File: src/rtl/draw_pkg.sv
// Shared constants, command and state encodings for the race game pixel engine.
package draw_pkg;

    localparam int unsigned SCREEN_W = 160;
    localparam int unsigned SCREEN_H = 120;
    localparam int unsigned CAR_W    = 8;
    localparam int unsigned CAR_H    = 8;

    localparam logic [2:0] BG_COLOUR     = 3'b000;
    localparam logic [2:0] CAR_COLOUR    = 3'b100;
    localparam logic [2:0] WINDOW_COLOUR = 3'b111;
    localparam logic [2:0] WIN_COLOUR    = 3'b010;

    typedef enum logic [2:0] {
        CMD_NONE,
        CMD_BG,
        CMD_CAR,
        CMD_ERASE,
        CMD_WIN
    } cmd_t;

    typedef enum logic [1:0] {
        IDLE,
        RUN,
        DONE
    } state_t;

endpackage

File: src/rtl/raster_counter.sv
// Column/row scan counters for a width x height region, x fastest.
module raster_counter (
    input  logic       Clock,
    input  logic       Reset,
    input  logic       clear,
    input  logic       step,
    input  logic [7:0] width,
    input  logic [6:0] height,
    output logic [7:0] col,
    output logic [6:0] row,
    output logic       last
);

    logic [7:0] r_col;
    logic [6:0] r_row;
    logic       w_colEnd;
    logic       w_rowEnd;

    assign w_colEnd = (r_col == width - 8'd1);
    assign w_rowEnd = (r_row == height - 7'd1);

    always_ff @(posedge Clock) begin
        if (Reset || clear) begin
            r_col <= 8'd0;
            r_row <= 7'd0;
        end else if (step) begin
            if (w_colEnd) begin
                r_col <= 8'd0;
                r_row <= r_row + 7'd1;
            end else begin
                r_col <= r_col + 8'd1;
            end
        end
    end

    assign col  = r_col;
    assign row  = r_row;
    assign last = w_colEnd && w_rowEnd;

endmodule

File: src/rtl/race_draw_engine.sv
// Draw-command engine: latches one command, raster-scans its region one pixel
// per cycle toward the VGA adapter, then pulses the matching done flag.
module race_draw_engine #(
    parameter int unsigned SCREEN_W      = draw_pkg::SCREEN_W,
    parameter int unsigned SCREEN_H      = draw_pkg::SCREEN_H,
    parameter int unsigned CAR_W         = draw_pkg::CAR_W,
    parameter int unsigned CAR_H         = draw_pkg::CAR_H,
    parameter logic [2:0]  BG_COLOUR     = draw_pkg::BG_COLOUR,
    parameter logic [2:0]  CAR_COLOUR    = draw_pkg::CAR_COLOUR,
    parameter logic [2:0]  WINDOW_COLOUR = draw_pkg::WINDOW_COLOUR,
    parameter logic [2:0]  WIN_COLOUR    = draw_pkg::WIN_COLOUR
) (
    input  logic       Clock,
    input  logic       Reset,
    input  logic       draw_background,
    input  logic       draw_car,
    input  logic       erase_car,
    input  logic       draw_win_screen,
    input  logic [7:0] car_x,
    input  logic [6:0] car_y,
    output logic [7:0] x,
    output logic [6:0] y,
    output logic [2:0] colour,
    output logic       plot,
    output logic       done_background,
    output logic       done_car,
    output logic       done_erase,
    output logic       done_win,
    output logic       busy
);
    import draw_pkg::*;

    state_t     r_state, w_nextState;
    cmd_t       r_cmd, w_reqCmd, w_cmd;
    logic [7:0] r_orgX, w_orgX, r_width, w_width;
    logic [6:0] r_orgY, w_orgY, r_height, w_height;
    logic [7:0] w_col;
    logic [6:0] w_row;
    logic       w_last, w_step, w_clear, w_emit, w_finish, w_accept;
    logic [8:0] w_sumX;
    logic [7:0] w_sumY;
    logic       w_inside;
    logic [2:0] w_colour;
    logic       r_lastOut;
    logic [7:0] r_x;
    logic [6:0] r_y;
    logic [2:0] r_colour;
    logic       r_plot, r_busy, r_doneBg, r_doneCar, r_doneErase, r_doneWin;

    raster_counter u_counter (
        .Clock  (Clock),
        .Reset  (Reset),
        .clear  (w_clear),
        .step   (w_step),
        .width  (w_width),
        .height (w_height),
        .col    (w_col),
        .row    (w_row),
        .last   (w_last)
    );

    always_comb begin
        w_reqCmd = CMD_NONE;
        if (draw_win_screen)      w_reqCmd = CMD_WIN;
        else if (draw_background) w_reqCmd = CMD_BG;
        else if (erase_car)       w_reqCmd = CMD_ERASE;
        else if (draw_car)        w_reqCmd = CMD_CAR;
    end

    // In IDLE the first pixel is built from the incoming request, since the
    // counters sit at zero and the latch has not been loaded yet.
    always_comb begin
        w_cmd    = r_cmd;
        w_orgX   = r_orgX;
        w_orgY   = r_orgY;
        w_width  = r_width;
        w_height = r_height;
        if (r_state == IDLE) begin
            w_cmd = w_reqCmd;
            if (w_reqCmd == CMD_WIN || w_reqCmd == CMD_BG) begin
                w_orgX   = 8'd0;
                w_orgY   = 7'd0;
                w_width  = 8'(SCREEN_W);
                w_height = 7'(SCREEN_H);
            end else begin
                w_orgX   = car_x;
                w_orgY   = car_y;
                w_width  = 8'(CAR_W);
                w_height = 7'(CAR_H);
            end
        end
    end

    assign w_sumX   = {1'b0, w_orgX} + {1'b0, w_col};
    assign w_sumY   = {1'b0, w_orgY} + {1'b0, w_row};
    assign w_inside = (w_sumX < 9'(SCREEN_W)) && (w_sumY < 8'(SCREEN_H));

    always_comb begin
        w_colour = BG_COLOUR;
        case (w_cmd)
            CMD_WIN: w_colour = WIN_COLOUR;
            CMD_CAR: w_colour = (w_row == 7'd1 && w_col >= 8'd2 && w_col <= 8'd5)
                                ? WINDOW_COLOUR : CAR_COLOUR;
            default: w_colour = BG_COLOUR;
        endcase
    end

    always_ff @(posedge Clock) begin
        if (Reset) r_state <= IDLE;
        else       r_state <= w_nextState;
    end

    always_comb begin
        w_nextState = r_state;
        w_step      = 1'b0;
        w_clear     = 1'b0;
        w_emit      = 1'b0;
        w_finish    = 1'b0;
        case (r_state)
            IDLE: begin
                if (w_reqCmd != CMD_NONE) begin
                    w_nextState = RUN;
                    w_step      = 1'b1;
                    w_emit      = 1'b1;
                end
            end
            RUN: begin
                if (r_lastOut) begin
                    w_nextState = DONE;
                    w_finish    = 1'b1;
                end else begin
                    w_step = 1'b1;
                    w_emit = 1'b1;
                end
            end
            DONE: begin
                w_nextState = IDLE;
                w_clear     = 1'b1;
            end
            default: w_nextState = IDLE;
        endcase
    end

    assign w_accept = w_emit && (r_state == IDLE);

    // Counters run one pixel ahead of the registered outputs; r_lastOut marks
    // that the pixel currently on the outputs is the final one.
    always_ff @(posedge Clock) begin
        if (Reset) begin
            r_cmd       <= CMD_NONE;
            r_orgX      <= 8'd0;
            r_orgY      <= 7'd0;
            r_width     <= 8'd0;
            r_height    <= 7'd0;
            r_lastOut   <= 1'b0;
            r_x         <= 8'd0;
            r_y         <= 7'd0;
            r_colour    <= 3'd0;
            r_plot      <= 1'b0;
            r_busy      <= 1'b0;
            r_doneBg    <= 1'b0;
            r_doneCar   <= 1'b0;
            r_doneErase <= 1'b0;
            r_doneWin   <= 1'b0;
        end else begin
            r_plot      <= 1'b0;
            r_busy      <= 1'b0;
            r_doneBg    <= 1'b0;
            r_doneCar   <= 1'b0;
            r_doneErase <= 1'b0;
            r_doneWin   <= 1'b0;
            if (w_accept) begin
                r_cmd    <= w_reqCmd;
                r_orgX   <= w_orgX;
                r_orgY   <= w_orgY;
                r_width  <= w_width;
                r_height <= w_height;
            end
            if (w_emit) begin
                r_x       <= w_sumX[7:0];
                r_y       <= w_sumY[6:0];
                r_colour  <= w_colour;
                r_plot    <= w_inside;
                r_busy    <= 1'b1;
                r_lastOut <= w_last;
            end
            if (w_finish) begin
                r_lastOut   <= 1'b0;
                r_doneBg    <= (r_cmd == CMD_BG);
                r_doneCar   <= (r_cmd == CMD_CAR);
                r_doneErase <= (r_cmd == CMD_ERASE);
                r_doneWin   <= (r_cmd == CMD_WIN);
            end
        end
    end

    assign x               = r_x;
    assign y               = r_y;
    assign colour          = r_colour;
    assign plot            = r_plot;
    assign busy            = r_busy;
    assign done_background = r_doneBg;
    assign done_car        = r_doneCar;
    assign done_erase      = r_doneErase;
    assign done_win        = r_doneWin;

endmodule

File: config.mk
export PLATFORM = sky130hd
export DESIGN_NAME = race_draw_engine
export DESIGN_NICKNAME = d
export VERILOG_FILES = /design/src/rtl/draw_pkg.sv /design/src/rtl/raster_counter.sv /design/src/rtl/race_draw_engine.sv
export SDC_FILE = /design/constraint.sdc
export NUM_CORES = 1
export LEC_CHECK = 0
export BUFFER_PORTS_ARGS = -buffer_cell sky130_fd_sc_hd__buf_4
export CORE_ASPECT_RATIO = 1.1
export CORE_MARGIN = 3
export CORE_UTILIZATION = 55
export CTS_CLUSTER_DIAMETER = 200
export DETAILED_ROUTE_END_ITERATION = 8
export PLACE_DENSITY = 0.78
export SLEW_MARGIN = 10
export SYNTH_ARGS = -nofsm -noshare
export SYNTH_HDL_FRONTEND = slang
export SYNTH_SLANG_ARGS = --single-unit
File: constraint.sdc
create_clock -name Clock -period 4.8 [get_ports Clock]
set_input_delay 1.44 -clock Clock [delete_from_list [all_inputs] [get_ports Clock]]
set_output_delay 1.44 -clock Clock [all_outputs]
set_load 0.05 [all_outputs]
==> impl_metrics.py, run 1 <==
metrics = {
    "layout": {
        "num-nets-final": 580,
        "syn_to_final_growth_pct": 14.1,
        "post-route-util": 0.664,
        "fillers": 619,
        "drive_above_1_share": 0.135,
        "antennaDiodeCount": 0,
    },
    "yosys": {
        "yosysMostFrequentCell": "dfxtp_1",
        "ys_top_cells_by_count": "dfxtp_1, nor2_1, nand2_1, a21oi_1, ha_1",
        "synth_area_leaders": "dfxtp_1, ha_1, nor2_1, a21oi_1, nand2_1",
        "synth_area_mm2": 0.00420,
        "ys_warn_count": 0,
        "syn-num-nets": 549,
        "ys_seq_elements": 75,
        "synth_top_area_frac": 0.358,
        "synthDistinctLibCells": 58,
        "synth-edff-count": 0,
        "async_flop_share": 0,
        "syn_area_per_cell_um2": 8.34,
        "yosysSeqAreaShare": 0.358,
        "synth_area_leader_cell": "dfxtp_1",
        "synth_ff_type": "dfxtp_1",
        "synthCells": 503,
    },
    "sta": {
        "fin_tns_setup_ns": 0,
        "final_max_slew_viol_count": 0,
        "setup_viol": 0,
        "slew_headroom": 0.187,
        "clock-skew-final_ns": 0.00791,
        "worst_slack_ns": 0.955,
        "hold_viol_final": 0,
        "fmax_ghz": 0.260,
        "min_period_over_period": 0.801,
        "rsz0062_at_grt": "false",
        "layout_min_cycle_time_ns": 3.84,
        "tightest_slew_ns": 1.22,
    },
    "placed_design": {
        "globalplace.congestion": 0.919,
        "io_buffers": 44,
        "hpwl_mm": 7.11,
        "post-place-ws_ns": 0.652,
    },
    "drt": {
        "vias": 3785,
        "drc": 0,
        "antenna_left": 0,
        "avgViaCountPerCell": 6.07,
        "drt-initial-drc-count": 234,
        "drt-pass1-iter-count": 4,
        "wirelength_mm": 10.4,
        "wl_per_cell_um": 16.6,
    },
    "outcome": {
        "status": "finished, final reports clean",
    },
    "global_routing": {
        "grt_usage": 0.254,
        "grt_pass1_wl_mm": 17.7,
        "grt_max_degree": 53,
        "overflow": 0,
        "grt_pass1_vias": 3673,
        "grt_antenna_before_repair": 0,
    },
    "setup_path": {
        "worst_path_most_repeated_cell": "buf_4",
        "worstPathRequired_ns": 5.03,
        "start_kind": "input port",
        "cp_cell_sequence": "buf_4 -> nor4_2 -> buf_4 -> a22o_1 -> ha_1 -> fa_1 -> a21o_1 -> a21oi_1 -> o21ai_0 -> xor2_1 -> o211ai_1 -> nor4bb_1 -> nor3_1",
        "end_kind": "register",
        "path_class": "input port to register",
        "slowest_delay_ns": 0.42,
        "arrival_ns": 4.08,
        "cp_max_fo": 17,
        "crit_slowest_cell": "fa_1",
    },
    "cts": {
        "clock_latency_ns": 0.36,
        "cts_buffer_depth": 2,
        "cts-root-buf": "clkbuf_8",
        "cts_resized": 0,
        "cts_inserted_buffers": 9,
        "cts.clk_slew.worst_paths_ns": 0.08,
        "htreeDepth": 3,
        "ctsHoldBuffers": 0,
        "postCtsSetupRepairBufs": 0,
        "cts_tree": "done",
        "cts_sinks": 75,
    },
    "floorplan": {
        "die_h_um": 97.6,
        "ios": 45,
        "start_util": 0.582,
        "core_area_mm2": 0.00721,
        "fp.dieArea_mm2": 0.00872,
        "num_rows": 32,
        "die_w_um": 89.3,
    },
    "job": {
        "drv_cap": 0,
    },
    "pwr": {
        "vdd_drop_max_uv": 143,
        "p_per_area_mw_per_mm2": 316,
        "static-leakage-power_nw": 1.98,
    },
    "hold_path": {
        "hold_path_class": "register to register",
    },
}
-- where the power goes --
group | total, mW | internal [mW] | switching (mW)
combinational | 0.243 | 0.0885 | 0.154
clock | 0.602 | 0.360 | 0.242
sequential | 0.670 | 0.644 | 0.0261
-- area by class of cell --
type                            instances  area (µm²)  area share
Multi-Input combinational cell        390        2530       0.528
Sequential cell                        75        1500       0.314
Timing Repair Buffer                   49         368      0.0768
Clock buffer                           10         138      0.0287
Clock inverter                          6         111      0.0233
Tap cell                               85         106      0.0222
Inverter                                9        33.8     0.00706
-- registers in the layout, indices dropped and copies added (netlist names) --
name and cells:
r_cmd 3, r_state 2, r_width 8, r_orgY 7, done_erase 1, u_counter.row 7, x 8, u_counter.col 8
y 7, done_background 1, r_lastOut 1, colour 3, done_car 1, r_orgX 8, plot 1, done_win 1
r_height 7, busy 1
-- metrics by stage --
step	hold WS (ns)	cell area, µm²	cells	power (mW)
2_1_floorplan	0.444	4200	503	0.849
3_3_place_gp	0.441	4540	608	0.916
3_5_place_dp	0.447	4540	608	0.923
4_1_cts	0.458	4790	624	1.52
5_1_grt	0.476	4790	624	1.58
6_report	0.456	4790	624	1.52
-- cell families (layout without fill, tap and decap cells) --
| group | after synthesis | after routing | synth area share |
|---|---|---|---|
| and+or+nand+nor | 200 | 200 | 0.237 |
| AOI/OAI and AO/OA | 129 | 129 | 0.212 |
| DFF | 75 | 75 | 0.358 |
| buffers and inverters | 38 | 74 | 0.0394 |
| xor gates and xnor gates | 32 | 32 | 0.0668 |
| adders and majority gates | 25 | 25 | 0.0781 |
| muxes | 4 | 4 | 0.00954 |
-- metal layers --
metal | track usage | share of wire
met1 | 0.347 | 0.46
met2 | 0.398 | 0.50
met3 | 0.0517 | 0.033
met4 | 0.0767 | 0.014
met5 | 0 | 0
-- layout by cell type (no fill, tap or decap), drive strengths merged, types with 3 or more instances in the layout --
master	netlist	routed
or3	4	4
inv	9	10
nor4b	3	3
nor4	4	4
nand2	49	49
bufinv	0	3
o31ai	4	4
nor2b	3	3
dfxtp	75	75
ha	23	23
or4	3	3
xor2	12	12
a21o	8	8
a21oi	39	39
nand2b	7	7
a211oi	4	4
and2	10	10
nand4	12	12
o211ai	9	9
nand3	10	10
buf	8	49
nor3	17	17
nor3b	3	3
a22o	15	15
o21ai	19	19
mux2i	4	4
clkbuf	21	10
xnor2	20	20
nor2	65	65
a22oi	15	15
-- worst paths after layout --
path              slack (ns)            start   end  cells past startpoint
hold reg to reg         0.46             y[3]  y[3]                      2
setup / recovery        0.96  draw_win_screen  plot                     13
setup reg to reg        1.49       r_state[1]  plot                     11
hold / removal          0.46             y[3]  y[3]                      2
-- critical path, delay by kind of cell --
| kind | cells | cell delay, ns |
|---|---|---|
| xor+xnor | 1 | 0.21 |
| compound gates | 5 | 0.91 |
| simple gates | 3 | 0.55 |
| buf+inv | 2 | 0.34 |
| fa+ha+maj | 2 | 0.62 |
Note: power is estimated with default switching activity, not from simulation.
==> run 2, diff against run 1 <==
--- a/config.mk
+++ b/config.mk
@@ -8,10 +8,10 @@
 export BUFFER_PORTS_ARGS = -buffer_cell sky130_fd_sc_hd__buf_4
 export CORE_ASPECT_RATIO = 1.1
 export CORE_MARGIN = 3
-export CORE_UTILIZATION = 55
+export CORE_UTILIZATION = 53
 export CTS_CLUSTER_DIAMETER = 200
 export DETAILED_ROUTE_END_ITERATION = 8
-export PLACE_DENSITY = 0.78
+export PLACE_DENSITY = 0.79
 export SLEW_MARGIN = 10
 export SYNTH_ARGS = -nofsm -noshare
 export SYNTH_HDL_FRONTEND = slang
==> constraint.sdc (replaced) <==
create_clock -name Clock -period 3.1 [get_ports Clock]
set_input_delay 0.93 -clock Clock [delete_from_list [all_inputs] [get_ports Clock]]
set_output_delay 0.93 -clock Clock [all_outputs]
set_load 0.05 [all_outputs]
==> impl_metrics.py, run 2 (synthesized netlist as in run 1, its figures left out) <==
metrics = {
    "outcome": {
        "status": "finished, final reports clean",
    },
    "sta": {
        "min_period_over_period": 0.934,
        "fmax_ghz": 0.345,
        "worst_slack_ns": 0.204,
        "fin_tns_setup_ns": 0,
        "clock-skew-final_ns": 0.0126,
        "tightest_slew_ns": 0.685,
        "layout_min_cycle_time_ns": 2.90,
        "setup_viol": 0,
        "slew_headroom": 0.539,
        "hold_viol_final": 0,
        "rsz0062_at_grt": "false",
        "final_max_slew_viol_count": 0,
    },
    "setup_path": {
        "cp_cell_sequence": "buf_4 -> nor4_4 -> buf_4 -> a22o_1 -> ha_2 -> fa_2 -> a21o_1 -> a21oi_2 -> o21ai_2 -> xor2_2 -> o211ai_1 -> nor4bb_2 -> nor3_1",
        "slowest_delay_ns": 0.34,
        "end_kind": "register",
        "path_class": "input port to register",
        "arrival_ns": 3.15,
        "worst_path_most_repeated_cell": "buf_4",
        "crit_slowest_cell": "nor4bb_2",
        "start_kind": "input port",
        "worstPathRequired_ns": 3.35,
        "ff2ff_setup_slack_ns": 0.25,
        "cp_max_fo": 5,
    },
    "global_routing": {
        "gr-usage-met1": 0.319,
        "use_met2": 0.411,
        "grt_max_degree": 53,
        "top_usage_layer": "met2",
        "grt_pass1_vias": 3796,
        "grt_usage": 0.246,
        "grt_antenna_before_repair": 0,
        "grt_pass1_wl_mm": 18.0,
        "met3_usage": 0.0378,
        "overflow": 0,
    },
    "drt": {
        "antenna_left": 0,
        "avgViaCountPerCell": 5.86,
        "wirelength_mm": 10.7,
        "drt-initial-drc-count": 247,
        "wl_per_cell_um": 15.7,
        "drc": 0,
        "drt-pass1-iter-count": 5,
        "vias": 3975,
    },
    "placed_design": {
        "hpwl_mm": 7.88,
        "dpl.cell_count": 662,
        "globalplace.congestion": 0.866,
        "io_buffers": 44,
        "post-place-ws_ns": -0.238,
    },
    "pwr": {
        "static-leakage-power_nw": 2.11,
        "p_sw_mw": 0.686,
        "vdd_drop_max_uv": 211,
        "finalPower_mw": 2.15,
        "comb_power_share": 0.190,
        "p_seq_frac": 0.483,
        "intPower_mw": 1.46,
        "switching_share": 0.320,
        "p_per_area_mw_per_mm2": 426,
        "pwr-share-clk": 0.328,
    },
    "layout": {
        "drive_above_1_share": 0.199,
        "antennaDiodeCount": 0,
        "fin_cells": 678,
        "final_common_cell": "buf_4",
        "layout_common_cells": "buf_4, dfxtp_1, nor2_1, nand2_1, a21oi_1",
        "num-nets-final": 614,
        "syn_to_final_growth_pct": 20.1,
    },
    "cts": {
        "clock_latency_ns": 0.36,
        "postCtsSetupRepairBufs": 0,
        "cts-root-buf": "clkbuf_8",
        "cts_sinks": 75,
        "cts_buffer_depth": 2,
        "cts_inserted_buffers": 9,
        "cts_tree": "done",
        "cts.clk_slew.worst_paths_ns": 0.09,
        "htreeDepth": 3,
    },
    "floorplan": {
        "die_w_um": 90.8,
        "num_rows": 33,
        "fp.dieArea_mm2": 0.00902,
        "die_h_um": 99.3,
        "start_util": 0.555,
        "ios": 45,
        "core_area_mm2": 0.00756,
    },
    "hold_path": {
        "hold_path_class": "register to register",
    },
    "job": {
        "drv_cap": 0,
    },
}
[run 2: cell types whose count changed in the layout (fill, tap and decap cells not counted), sizes merged]
cell and change:
clkinvlp +3, clkinv -1, bufinv -3, buf +34
inv +2, clkbuf -1
[run 2: timing repair]
item,in CTS,in global routing
endpoints found under the setup margin,0,1
hold buffers,0,0
resized for setup,0,2
[run 2: power by group through the flow]
stage,clock (mW),sequential [mW],combinational [mW]
CTS,0.721,1.03,0.407
global placement,0,1.06,0.393
floorplan,0,1.09,0.224
detailed placement,0,1.06,0.402
finish,0.703,1.04,0.407
global route,0.761,1.04,0.449
[run 2: path summary, 6_finish.rpt]
kind | start | to | cells past startpoint
min reg2reg | y[4] | y[4] | 2
min | y[4] | y[4] | 2
max | draw_background | plot | 13
max reg2reg | r_state[0] | u_counter.row[2] | 11
[run 2: metrics by stage]
stage	cell area [µm²]	hold WS, ns	util
4_1_cts	5030	0.456	0.665
2_1_floorplan	4230	0.444	-
3_5_place_dp	4840	0.443	0.641
6_report	5040	0.454	0.667
3_3_place_gp	4840	0.441	0.641
5_1_grt	5040	0.475	0.667
[run 2: area by class of cell]
type                    count  area, µm²
multi-input cells         390       2570
clock buffers               9        124
flip-flops and latches     75       1500
repair buffers             83        623
clock inverters             7       58.8
well taps                 105        131
fillers                   637       2510
inverters                   9       33.8
[run 2: layer usage]
layer  wire length, µm  part of all wire
met2              5250              0.49
met3               633             0.059
met1              4560              0.43
met5                 0                 0
met4               239             0.022
[run 2: worst max-delay path, delay by kind of cell]
family                     cells  cell delay, ns
AOI/OAI and AO/OA              5            0.64
adders and majority gates      2            0.41
and+or+nand+nor                3            0.70
buffers and inverters          2            0.31
xor gates and xnor gates       1            0.18
